==> src/rtl/vend_if.sv <==
// Vending controller bus: coin acceptor, keypad and dispenser signals in one bundle.
interface vend_if #(
    parameter int unsigned NUM_PROD = 4,
    parameter int unsigned CREDIT_W = 5
);
    localparam int unsigned ID_W = (NUM_PROD > 1) ? $clog2(NUM_PROD) : 1;

    logic [1:0]          coin;
    logic                sel_valid;
    logic [ID_W-1:0]     sel_id;
    logic                cancel;
    logic                refill;
    logic                disp_ack;
    logic                disp_req;
    logic [ID_W-1:0]     disp_id;
    logic                change_coin;
    logic                coin_reject;
    logic                sel_err;
    logic [CREDIT_W-1:0] credit;
    logic [NUM_PROD-1:0] sold_out;
    logic                busy;

    // Environment side: drives coins, keypad and dispenser ack.
    modport master (
        output coin, sel_valid, sel_id, cancel, refill, disp_ack,
        input  disp_req, disp_id, change_coin, coin_reject, sel_err, credit, sold_out, busy
    );

    // Controller side.
    modport slave (
        input  coin, sel_valid, sel_id, cancel, refill, disp_ack,
        output disp_req, disp_id, change_coin, coin_reject, sel_err, credit, sold_out, busy
    );
endinterface

==> src/rtl/vend_controller.sv <==
// Multi-product vending controller: credit accumulation, selection checks,
// dispenser req/ack handshake with timeout refund, and unit-by-unit change.
module vend_controller #(
    parameter int unsigned              NUM_PROD   = 4,
    parameter int unsigned              CREDIT_W   = 5,
    parameter int unsigned              STOCK_W    = 4,
    parameter int unsigned              INIT_STOCK = 5,
    parameter logic [4*NUM_PROD-1:0]    PRICE_VEC  = 16'h5432,
    parameter int unsigned              TIMEOUT    = 16
) (
    input  logic  clock,
    input  logic  rst,
    vend_if.slave bus
);
    localparam int unsigned ID_W = (NUM_PROD > 1) ? $clog2(NUM_PROD) : 1;
    localparam int unsigned CW1  = CREDIT_W + 1;
    localparam int unsigned TO_W = $clog2(TIMEOUT + 1);

    typedef enum logic [1:0] {S_IDLE, S_DISPENSE, S_CHANGE} state_e;

    state_e              state_q;
    logic [CREDIT_W-1:0] credit_q;
    logic [STOCK_W-1:0]  stock_q [NUM_PROD];
    logic [TO_W-1:0]     tmo_q;
    logic                disp_req_q;
    logic [ID_W-1:0]     disp_id_q;
    logic                change_q;
    logic                reject_q;
    logic                sel_err_q;
    logic                busy_q;

    logic [CW1-1:0]      coin_val;
    logic                coin_bad;
    logic [CREDIT_W-1:0] sel_price;
    logic [CREDIT_W-1:0] disp_price;
    logic                sel_ok;
    logic [CREDIT_W-1:0] base_credit;
    logic [CW1-1:0]      coin_sum;
    logic                coin_fits;
    logic [CREDIT_W-1:0] idle_credit;
    logic [CW1-1:0]      refund_sum;
    logic [CREDIT_W-1:0] refund_credit;
    logic [NUM_PROD-1:0] sold_out_c;

    // Coin decode, selection check and the candidate credit values for this cycle.
    always_comb begin
        coin_val = '0;
        coin_bad = 1'b0;
        case (bus.coin)
            2'd1:    coin_val = CW1'(1);
            2'd2:    coin_val = CW1'(2);
            2'd3:    coin_bad = 1'b1;
            default: coin_val = '0;
        endcase
        sel_price   = CREDIT_W'(PRICE_VEC[{bus.sel_id, 2'b00} +: 4]);
        disp_price  = CREDIT_W'(PRICE_VEC[{disp_id_q, 2'b00} +: 4]);
        // Selection is judged on registered credit; cancel masks it.
        sel_ok      = bus.sel_valid && !bus.cancel && (credit_q >= sel_price)
                      && (stock_q[bus.sel_id] != '0);
        base_credit = sel_ok ? (credit_q - sel_price) : credit_q;
        coin_sum    = {1'b0, base_credit} + coin_val;
        coin_fits   = !coin_sum[CREDIT_W];
        idle_credit = ((coin_val != '0) && coin_fits) ? coin_sum[CREDIT_W-1:0] : base_credit;
        // A refund can only overflow if a same-cycle coin topped credit up; clamp it.
        refund_sum    = {1'b0, credit_q} + {1'b0, disp_price};
        refund_credit = refund_sum[CREDIT_W] ? '1 : refund_sum[CREDIT_W-1:0];
    end

    // Controller FSM with registered outputs and per-product stock.
    always_ff @(posedge clock) begin
        if (!rst) begin
            state_q    <= S_IDLE;
            credit_q   <= '0;
            tmo_q      <= '0;
            disp_req_q <= 1'b0;
            disp_id_q  <= '0;
            change_q   <= 1'b0;
            reject_q   <= 1'b0;
            sel_err_q  <= 1'b0;
            busy_q     <= 1'b0;
            for (int i = 0; i < NUM_PROD; i++) begin
                stock_q[i] <= STOCK_W'(INIT_STOCK);
            end
        end else begin
            reject_q  <= 1'b0;
            sel_err_q <= 1'b0;
            change_q  <= 1'b0;
            unique case (state_q)
                S_IDLE: begin
                    credit_q <= idle_credit;
                    reject_q <= coin_bad || ((coin_val != '0) && !coin_fits);
                    if (bus.cancel) begin
                        if (credit_q != '0) begin
                            state_q  <= S_CHANGE;
                            change_q <= 1'b1;
                            busy_q   <= 1'b1;
                        end
                    end else if (bus.sel_valid) begin
                        if (sel_ok) begin
                            state_q    <= S_DISPENSE;
                            disp_req_q <= 1'b1;
                            disp_id_q  <= bus.sel_id;
                            tmo_q      <= '0;
                            busy_q     <= 1'b1;
                        end else begin
                            sel_err_q <= 1'b1;
                        end
                    end else if (bus.refill) begin
                        for (int i = 0; i < NUM_PROD; i++) begin
                            stock_q[i] <= STOCK_W'(INIT_STOCK);
                        end
                    end
                end
                S_DISPENSE: begin
                    reject_q <= (bus.coin != 2'd0);
                    if (bus.disp_ack) begin
                        stock_q[disp_id_q] <= stock_q[disp_id_q] - STOCK_W'(1);
                        disp_req_q <= 1'b0;
                        if (credit_q != '0) begin
                            state_q  <= S_CHANGE;
                            change_q <= 1'b1;
                        end else begin
                            state_q <= S_IDLE;
                            busy_q  <= 1'b0;
                        end
                    end else if (tmo_q == TO_W'(TIMEOUT - 1)) begin
                        disp_req_q <= 1'b0;
                        credit_q   <= refund_credit;
                        state_q    <= S_CHANGE;
                        change_q   <= 1'b1;
                    end else begin
                        tmo_q <= tmo_q + TO_W'(1);
                    end
                end
                S_CHANGE: begin
                    reject_q <= (bus.coin != 2'd0);
                    credit_q <= credit_q - CREDIT_W'(1);
                    if (credit_q == CREDIT_W'(1)) begin
                        state_q <= S_IDLE;
                        busy_q  <= 1'b0;
                    end else begin
                        change_q <= 1'b1;
                    end
                end
                default: state_q <= S_IDLE;
            endcase
        end
    end

    // Sold-out flags decoded straight from the stock registers.
    always_comb begin
        for (int i = 0; i < NUM_PROD; i++) begin
            sold_out_c[i] = (stock_q[i] == '0);
        end
    end

    assign bus.disp_req    = disp_req_q;
    assign bus.disp_id     = disp_id_q;
    assign bus.change_coin = change_q;
    assign bus.coin_reject = reject_q;
    assign bus.sel_err     = sel_err_q;
    assign bus.credit      = credit_q;
    assign bus.sold_out    = sold_out_c;
    assign bus.busy        = busy_q;
endmodule
==> src/flat_wrapper.sv <==
// flat-port wrapper written by rule: the top's interface ports become plain ports
module vend_controller_flat 
#(
    parameter int unsigned              NUM_PROD   = 4,
    parameter int unsigned              CREDIT_W   = 5,
    parameter int unsigned              STOCK_W    = 4,
    parameter int unsigned              INIT_STOCK = 5,
    parameter logic [4*NUM_PROD-1:0]    PRICE_VEC  = 16'h5432,
    parameter int unsigned              TIMEOUT    = 16
)
  (clock, rst, bus_coin, bus_sel_valid, bus_sel_id, bus_cancel, bus_refill, bus_disp_ack, bus_disp_req, bus_disp_id, bus_change_coin, bus_coin_reject, bus_sel_err, bus_credit, bus_sold_out, bus_busy);
  vend_if #(.NUM_PROD(NUM_PROD), .CREDIT_W(CREDIT_W)) bus_i ();
  input  logic clock;
  input  logic rst;
  input wire logic [$bits(bus_i.coin)-1:0] bus_coin;
  input wire logic [$bits(bus_i.sel_valid)-1:0] bus_sel_valid;
  input wire logic [$bits(bus_i.sel_id)-1:0] bus_sel_id;
  input wire logic [$bits(bus_i.cancel)-1:0] bus_cancel;
  input wire logic [$bits(bus_i.refill)-1:0] bus_refill;
  input wire logic [$bits(bus_i.disp_ack)-1:0] bus_disp_ack;
  output wire logic [$bits(bus_i.disp_req)-1:0] bus_disp_req;
  output wire logic [$bits(bus_i.disp_id)-1:0] bus_disp_id;
  output wire logic [$bits(bus_i.change_coin)-1:0] bus_change_coin;
  output wire logic [$bits(bus_i.coin_reject)-1:0] bus_coin_reject;
  output wire logic [$bits(bus_i.sel_err)-1:0] bus_sel_err;
  output wire logic [$bits(bus_i.credit)-1:0] bus_credit;
  output wire logic [$bits(bus_i.sold_out)-1:0] bus_sold_out;
  output wire logic [$bits(bus_i.busy)-1:0] bus_busy;
  assign bus_i.coin = bus_coin;
  assign bus_i.sel_valid = bus_sel_valid;
  assign bus_i.sel_id = bus_sel_id;
  assign bus_i.cancel = bus_cancel;
  assign bus_i.refill = bus_refill;
  assign bus_i.disp_ack = bus_disp_ack;
  assign bus_disp_req = bus_i.disp_req;
  assign bus_disp_id = bus_i.disp_id;
  assign bus_change_coin = bus_i.change_coin;
  assign bus_coin_reject = bus_i.coin_reject;
  assign bus_sel_err = bus_i.sel_err;
  assign bus_credit = bus_i.credit;
  assign bus_sold_out = bus_i.sold_out;
  assign bus_busy = bus_i.busy;
  vend_controller #(.NUM_PROD(NUM_PROD), .CREDIT_W(CREDIT_W), .STOCK_W(STOCK_W), .INIT_STOCK(INIT_STOCK), .PRICE_VEC(PRICE_VEC), .TIMEOUT(TIMEOUT)) u_core (.clock(clock), .rst(rst), .bus(bus_i));
endmodule
==> config.mk <==
export PLATFORM = sky130hd
export DESIGN_NAME = vend_controller_flat
export DESIGN_NICKNAME = d
export VERILOG_FILES = /design/src/rtl/vend_if.sv /design/src/rtl/vend_controller.sv /design/src/flat_wrapper.sv
export SDC_FILE = /design/constraint.sdc
export NUM_CORES = 1
export LEC_CHECK = 0
export BUFFER_PORTS_ARGS = -buffer_cell sky130_fd_sc_hd__buf_2
export CAP_MARGIN = 10
export CORE_ASPECT_RATIO = 0.7
export CORE_MARGIN = 2
export CORE_UTILIZATION = 54
export DETAILED_ROUTE_END_ITERATION = 12
export PLACE_DENSITY = 0.77
export SYNTH_ARGS = -nofsm -noshare
export SYNTH_HDL_FRONTEND = slang
export SYNTH_SLANG_ARGS = --single-unit
==> constraint.sdc <==
create_clock -name clock -period 3.2 [get_ports clock]
set_clock_uncertainty 0.05 [all_clocks]
set_input_delay 0.64 -clock clock [delete_from_list [all_inputs] [get_ports clock]]
set_output_delay 0.64 -clock clock [all_outputs]
set_load 0.01 [all_outputs]
# Word level (Yosys, flattened, before mapping)
# Memories as Yosys holds them, arrays and structs flattened. A register that Yosys moved wholly into a read port is not among the register bits.
# Index checks and enable logic that the tools add are counted.
[op_classes]
n_reduce_logical = 28
shifts = 2
n_bitwise = 8
addsub = 6
n_mul = 0
mux = 63
n_eq_ne = 20
div = 0
order_cmp = 1
[ops]
columns = ["operator", "n"]
rows = [
  ["$mux 5", 10],
  ["$shiftx 16x5->4 const A", 2],
  ["$mux 1", 29],
  ["$mux 2", 11],
  ["$mux 4", 5],
  ["$logic_not 4->1", 4],
  ["$pmux 5 s3", 1],
  ["$ne 2x2->1 const B", 6],
  ["$pmux 5 s2", 1],
  ["$reduce_and 5->1", 2],
  ["$ne 3x2->1 const B", 3],
  ["$reduce_or 4->1", 2],
  ["$reduce_and 7->1", 1],
  ["$add 5x2->6", 1],
  ["$add 5x4->6", 1],
  ["$eq 2x2->1 const B", 3],
  ["$ne 2x1->1 const B", 3],
  ["$pmux 1 s3", 2],
  ["$pmux 2 s3", 1],
  ["$reduce_and 6->1", 1],
  ["$reduce_bool 6->1", 1],
  ["$add 5x1->5 const B", 1],
  ["$eq 5x1->1 const B", 1],
  ["$eq 5x4->1 const B", 1],
  ["21 further kinds", 35],
]
[totals]
input_bits = 10
latch_bits = 0
n_memories = 1
romBits = 0
regBits = 19
ram_bits = 16
word_cells = 138
out_inout_bits = 16
[mem_list]
columns = ["memory", "depth", "width", "rd", "rd_ports_with_merged_regs", "wr", "line_no", "rtl"]
rows = [
  ["u_core.stock_q", 4, 4, 6, 1, 4, "vend_controller.sv:23", "logic [STOCK_W-1:0] stock_q [NUM_PROD];"],
]

# Depth between registers and ports, before layout
[logic_depth]
depth_word = 10
depth_mapped = 15
ltp_nobuf = 15

# Worst setup path before layout
# OpenSTA, ideal clock, no wires.
[synth_path]
kind = "input -> register"
from = "input bus_sel_id[1]"
to = "register u_core.credit_q[4] (netlist: u_core.bus.credit[4])"
setup_slack_ns = -0.005
setup_time_ns = 0.124
path_stages = 13
arrival_time_ns = 3.031
t_required_ns = 3.026
path_buffers = 0
cell_sequence = "inv_1 > ha_1 > a311o_1 > o21ai_1 > nor2_1 > a21oi_1 > ha_1 > inv_1 > fa_1 > nor2_1 > o21ai_1 > nor4_1 > nor3_1"
[synth_between]
elab_chain_cells = 10
elab_cells_between_ends = 13
classes_between = "add/sub: 2; order compare: 1; shift: 1; mux: 3; reduce/logical: 5; memory: 1"
[synth_rtl]
columns = ["element", "line_no", "rtl"]
rows = [
  ["from (decl)", "flat_wrapper.sv:17", "input wire logic [$bits(bus_i.sel_id)-1:0] bus_sel_id;"],
  ["$shiftx 16x5->4", "vend_controller.sv:55", "sel_price = CREDIT_W'(PRICE_VEC[{bus.sel_id, 2'b00} +: 4]);"],
  ["$ge 5x4->1", "vend_controller.sv:58", "sel_ok = bus.sel_valid && !bus.cancel && (credit_q >= sel_price)"],
  ["$logic_and 1x1->1", "vend_controller.sv:58", ""],
  ["$logic_and 1x1->1", "vend_controller.sv:59", "&& (stock_q[bus.sel_id] != '0);"],
  ["$mux 5 (*)", "vend_controller.sv:60", "base_credit = sel_ok ? (credit_q - sel_price) : credit_q;"],
  ["$add 5x2->6", "vend_controller.sv:61", "coin_sum = {1'b0, base_credit} + coin_val;"],
  ["$logic_not 1->1", "vend_controller.sv:62", "coin_fits = !coin_sum[CREDIT_W];"],
  ["$logic_and 1x1->1", "vend_controller.sv:63", "idle_credit = ((coin_val != '0) && coin_fits) ? coin_sum[CREDIT_W-1:0] : base_credit;"],
  ["$mux 5 (*)", "vend_controller.sv:63", ""],
  ["$pmux 5 s3 (*)", "vend_controller.sv:88", "unique case (state_q)"],
  ["to (signal assigned)", "vend_controller.sv:90", "credit_q <= idle_credit;"],
  ["to (signal assigned)", "vend_controller.sv:128", "credit_q <= refund_credit;"],
  ["to (signal assigned)", "vend_controller.sv:137", "credit_q <= credit_q - CREDIT_W'(1);"],
  ["to (decl)", "vend_controller.sv:22", "logic [CREDIT_W-1:0] credit_q;"],
]
# Every way passes the cells marked *; elsewhere a longest branch is shown, timed or not.
# A chain may end at the register's enable or synchronous reset.

# Worst setup path in the final report
[layout_path]
from = "input bus_sel_id[1]"
to = "register u_core.credit_q[1] (netlist: u_core.bus.credit[1])"
# The elaborated chain is that of the path after synthesis.

==> results by group <==
Outcome
  • Run status: finished, final reports clean

Timing
  • Worst hold slack: around 0.45 ns
  • Slew @ Worst Pin: a little under 0.5 ns
  • Max-slew violations: 0
  • Endpoints failing hold: 0
  • Max transition margin: about two thirds
  • RSZ-0062 raised after global routing: no
  • Fmax: 330.7 MHz
  • Final critical-path required period: about 3.0 ns
  • Setup TNS: 0 ns
  • Final setup vio count: 0
  • Tcrit/Tclk final: between 90% and 100%

Cells and area
  • Design area: 0.003223 sq mm
  • Nets: just under 400
  • Layout fillers: ~410
  • Fin util: between 60% and 70%
  • Number of diodes: 0
  • Post-Layout Cell Count: 423
  • Area Overhead vs Synth: 16.67%
  • Layout cells sized above 1: between 20% and 30%

Floorplan
  • Die area: approximately 0.0057 sq mm
  • Row cnt: 21
  • Die height: 63.85 um
  • IO Count: 26
  • Initial Util: about 57%
  • Die X: between 80 and 90 um
  • Floorplan core area: roughly 0.0049 sq mm

Detailed routing
  • First drt pass iteration count: 5
  • Post-Route WL: 7.227 mm
  • WL met3: roughly 650 um
  • M1 WL: roughly 3.5 mm
  • 1st-iter DRT viols: between 200 and 300
  • Residual DRC: 0
  • Wire per inst: 17.09 um
  • DR vias/cell: around 6.2
  • Top sig layer: met4
  • Via count: 2,617
  • Final ANT Viol Nets: 0
  • Metal2 WL: 3.075 mm

Global routing
  • Vias in the first global route: ~2,400
  • Initial antenna violation count: 0
  • GR Overflow Total: 0
  • First-pass GRT wire length: between 10 and 15 mm
  • GRT Total Usage: a little over a quarter
  • Pin count of the biggest net entering global routing: 15

Placement
  • I/O Buffers: 25
  • GPL Wtd Cong: ~1.0
  • Cell Area, Placed: around 0.0031 sq mm
  • Final HPWL from detailed placement: between 5 and 6 mm
  • Dpl cells: between 400 and 500

Logic synthesis
  • EDFF count, synth: 16
  • Post-synthesis sequential area ratio: 32.61%
  • Post-synthesis sequential element count: 37
  • Top_reg_cell synth: dfxtp_1
  • Top cells by count, synth: nand2_1, nor2_1, ha_1, inv_1, dfxtp_1
  • Area fraction of the dominant cell type after synthesis: about 17%
  • Ys Warns: 0
  • Net Count, Synth: approximately 340
  • Async SR Flop Fraction: 0%
  • Synth unique cells: 61
  • Largest area contributor in the netlist: edfxtp_1
  • Synthesized cell area: between 0.002 and 0.003 sq mm
  • Synth Instances: a little over 300
  • Synth area leaders: edfxtp_1, dfxtp_1, ha_1
  • Most frequent cell after synthesis: nand2_1
  • Synth Area per Inst: between 8 and 9 sq um

Power
  • NetSw: between 1 and 1.5 mW
  • Sw frac: a little over two fifths
  • Pwr Density: ~770 mW/mm^2
  • Leak: roughly 1.3 nW
  • Clock share of power: around 16%
  • Comb power frac: between 50% and 60%
  • Seq pwr share: 25.9%
  • Internal power: approximately 1.4 mW
  • Max IR drop VDD: about 0.37 mV

Critical path
  • Worst flop-to-flop path endpoint: u_core.bus.credit[1]
  • Critical Path RT: 3.32 ns
  • Crit path DAT: roughly 3.1 ns
  • Crit path kind: in -> reg
  • Critical-path cell list: buf_2, ha_1, a311o_1, o21ai_2, o21ai_0, o21ai_1, ha_1, a21oi_2, or4_1, o311ai_1, a32oi_1, o21ai_1
  • Buf+Inv Stages, Crit Path: 1
  • R2R depth: 12
  • Launch point of the worst reg-to-reg path: u_core.bus.credit[0]
  • Max stage delay on crit path: about 0.40 ns
  • Crit end category: flop
  • Top fanout value on the critical path: 3
  • CP startpoint kind: primary input
  • R2R Setup Slk: around 0.24 ns
  • Critical Path Slowest Stage Cell: a311o_1
  • Cell family with most CP delay: compound AO/OA/AOI/OAI gates

Clock network
  • Num Clock Sinks: 37
  • Hold_buf cts: 0
  • H-tree depth: 2
  • Deepest clock path buffer count: 2
  • Number of CTS-inserted buffers: 5
  • Worst-path clk slew: roughly 0.080 ns
  • Skew-Pair Late Insertion Delay: just under 0.3 ns
  • Clock root cell: clkbuf_8
  • CTS tree: yes

Job
  • Max Cap Viol: 0

Hold path
  • Worst Hold Class: reg -> reg
  • Worst Hold End: u_core.bus.busy
  • Hold Crit Depth: 2
  • Worst hold start: u_core.bus.busy
[power by group through the flow]
stage	Combinational, mW	Clock [mW]	Sequential [mW]
2_1_floorplan	0.943	0	0.677
3_3_place_gp	1.36	0	0.654
3_5_place_dp	1.39	0	0.655
4_1_cts	1.40	0.405	0.645
5_1_grt	1.59	0.422	0.658
6_report	1.45	0.403	0.646
[how the worst max path moves through the flow]
stage | from | to | cells past startpoint
4_1_cts | bus_sel_id[1] | u_core.bus.credit[1] | 14
3_5_place_dp | bus_sel_id[1] | u_core.bus.credit[1] | 14
5_1_grt | bus_sel_id[1] | u_core.bus.credit[4] | 15
2_1_floorplan | bus_sel_id[1] | u_core.bus.credit[4] | 13
3_3_place_gp | bus_sel_id[1] | u_core.bus.credit[1] | 14
6_report | bus_sel_id[1] | u_core.bus.credit[1] | 12
[kinds of logic (layout without fill, tap and decap cells)]
group                    after synthesis  after routing  synth area share (%)
AO/OA/AOI/OAI                         68             68                 18.12
adder cells (fa/ha/maj)               25             25                 12.14
flip-flops                            37             37                 32.61
multiplexers                          10             10                 5.616
buffers and inverters                 31             77                 4.303
AND/OR/NAND/NOR                      130            130                 25.00
XOR/XNOR                               7              7                 2.219
[layer usage]
metal,track usage [%],up-vias
met5,0,-
met4,5.597,0
met3,5.556,7
met2,38.70,125
met1,40.18,1263
li1,-,1222
[through the flow]
| step | worst slack [ns] | total power, mW |
|---|---|---|
| after floorplan | 0.08419 | 1.620 |
| after global placement | -0.07426 | 2.012 |
| after detailed placement | -0.1259 | 2.044 |
| after CTS | 0.1464 | 2.450 |
| after global routing | 0.001149 | 2.665 |
| final | 0.1759 | 2.497 |
[repair_timing]
| action | 4_1_cts | 5_1_grt |
|---|---|---|
| setup endpoints to repair | 0 | 3 |
| gates resized for setup | 0 | 2 |
| setup buffers | 0 | 1 |
[worst reg2reg max path: stages (launching register included)]
cell and delay, ns:
dfxtp_1 0.33, inv_1 0.09, ha_1 0.35, a311o_1 0.36, o21ai_2 0.19, o21ai_0 0.13
o21ai_1 0.19, ha_1 0.32, a21oi_2 0.20, or4_1 0.14, o311ai_1 0.10, a32oi_1 0.30
o21ai_1 0.11
[flip-flops by register name (all words and copies together) (netlist names), named ones only]
signal,count
u_core.bus.busy,1
u_core.tmo_q,5
u_core.bus.change_coin,1
u_core.bus.disp_req,1
u_core.bus.credit,5
u_core.bus.sel_err,1
u_core.bus.disp_id,2
u_core.stock_q,16
u_core.state_q,2
u_core.bus.coin_reject,1
[layout by cell type (no fill, tap or decap), types with 6 or more instances in the layout]
cell type | Yosys | final
a21oi_1 | 10 | 9
nand2_1 | 35 | 35
edfxtp_1 | 16 | 16
xnor2_1 | 6 | 6
buf_4 | 0 | 22
dfxtp_1 | 21 | 21
buf_2 | 2 | 25
inv_1 | 22 | 22
nand3_1 | 12 | 12
nor3_1 | 11 | 11
ha_1 | 22 | 22
o21ai_0 | 14 | 14
nor2_1 | 32 | 31
and3_1 | 6 | 6
[cell type report]
cell class | instances | area (sq um) | share of cell area [%]
flip-flops and latches | 37 | 900.9 | 27.95
inverters | 22 | 82.58 | 2.562
clock buffers | 5 | 68.82 | 2.135
well taps | 69 | 86.33 | 2.679
repair buffers | 47 | 290.3 | 9.006
multi-input cells | 240 | 1753 | 54.39
clock inverters | 3 | 41.29 | 1.281
Note: power is estimated with default switching activity, not from simulation.
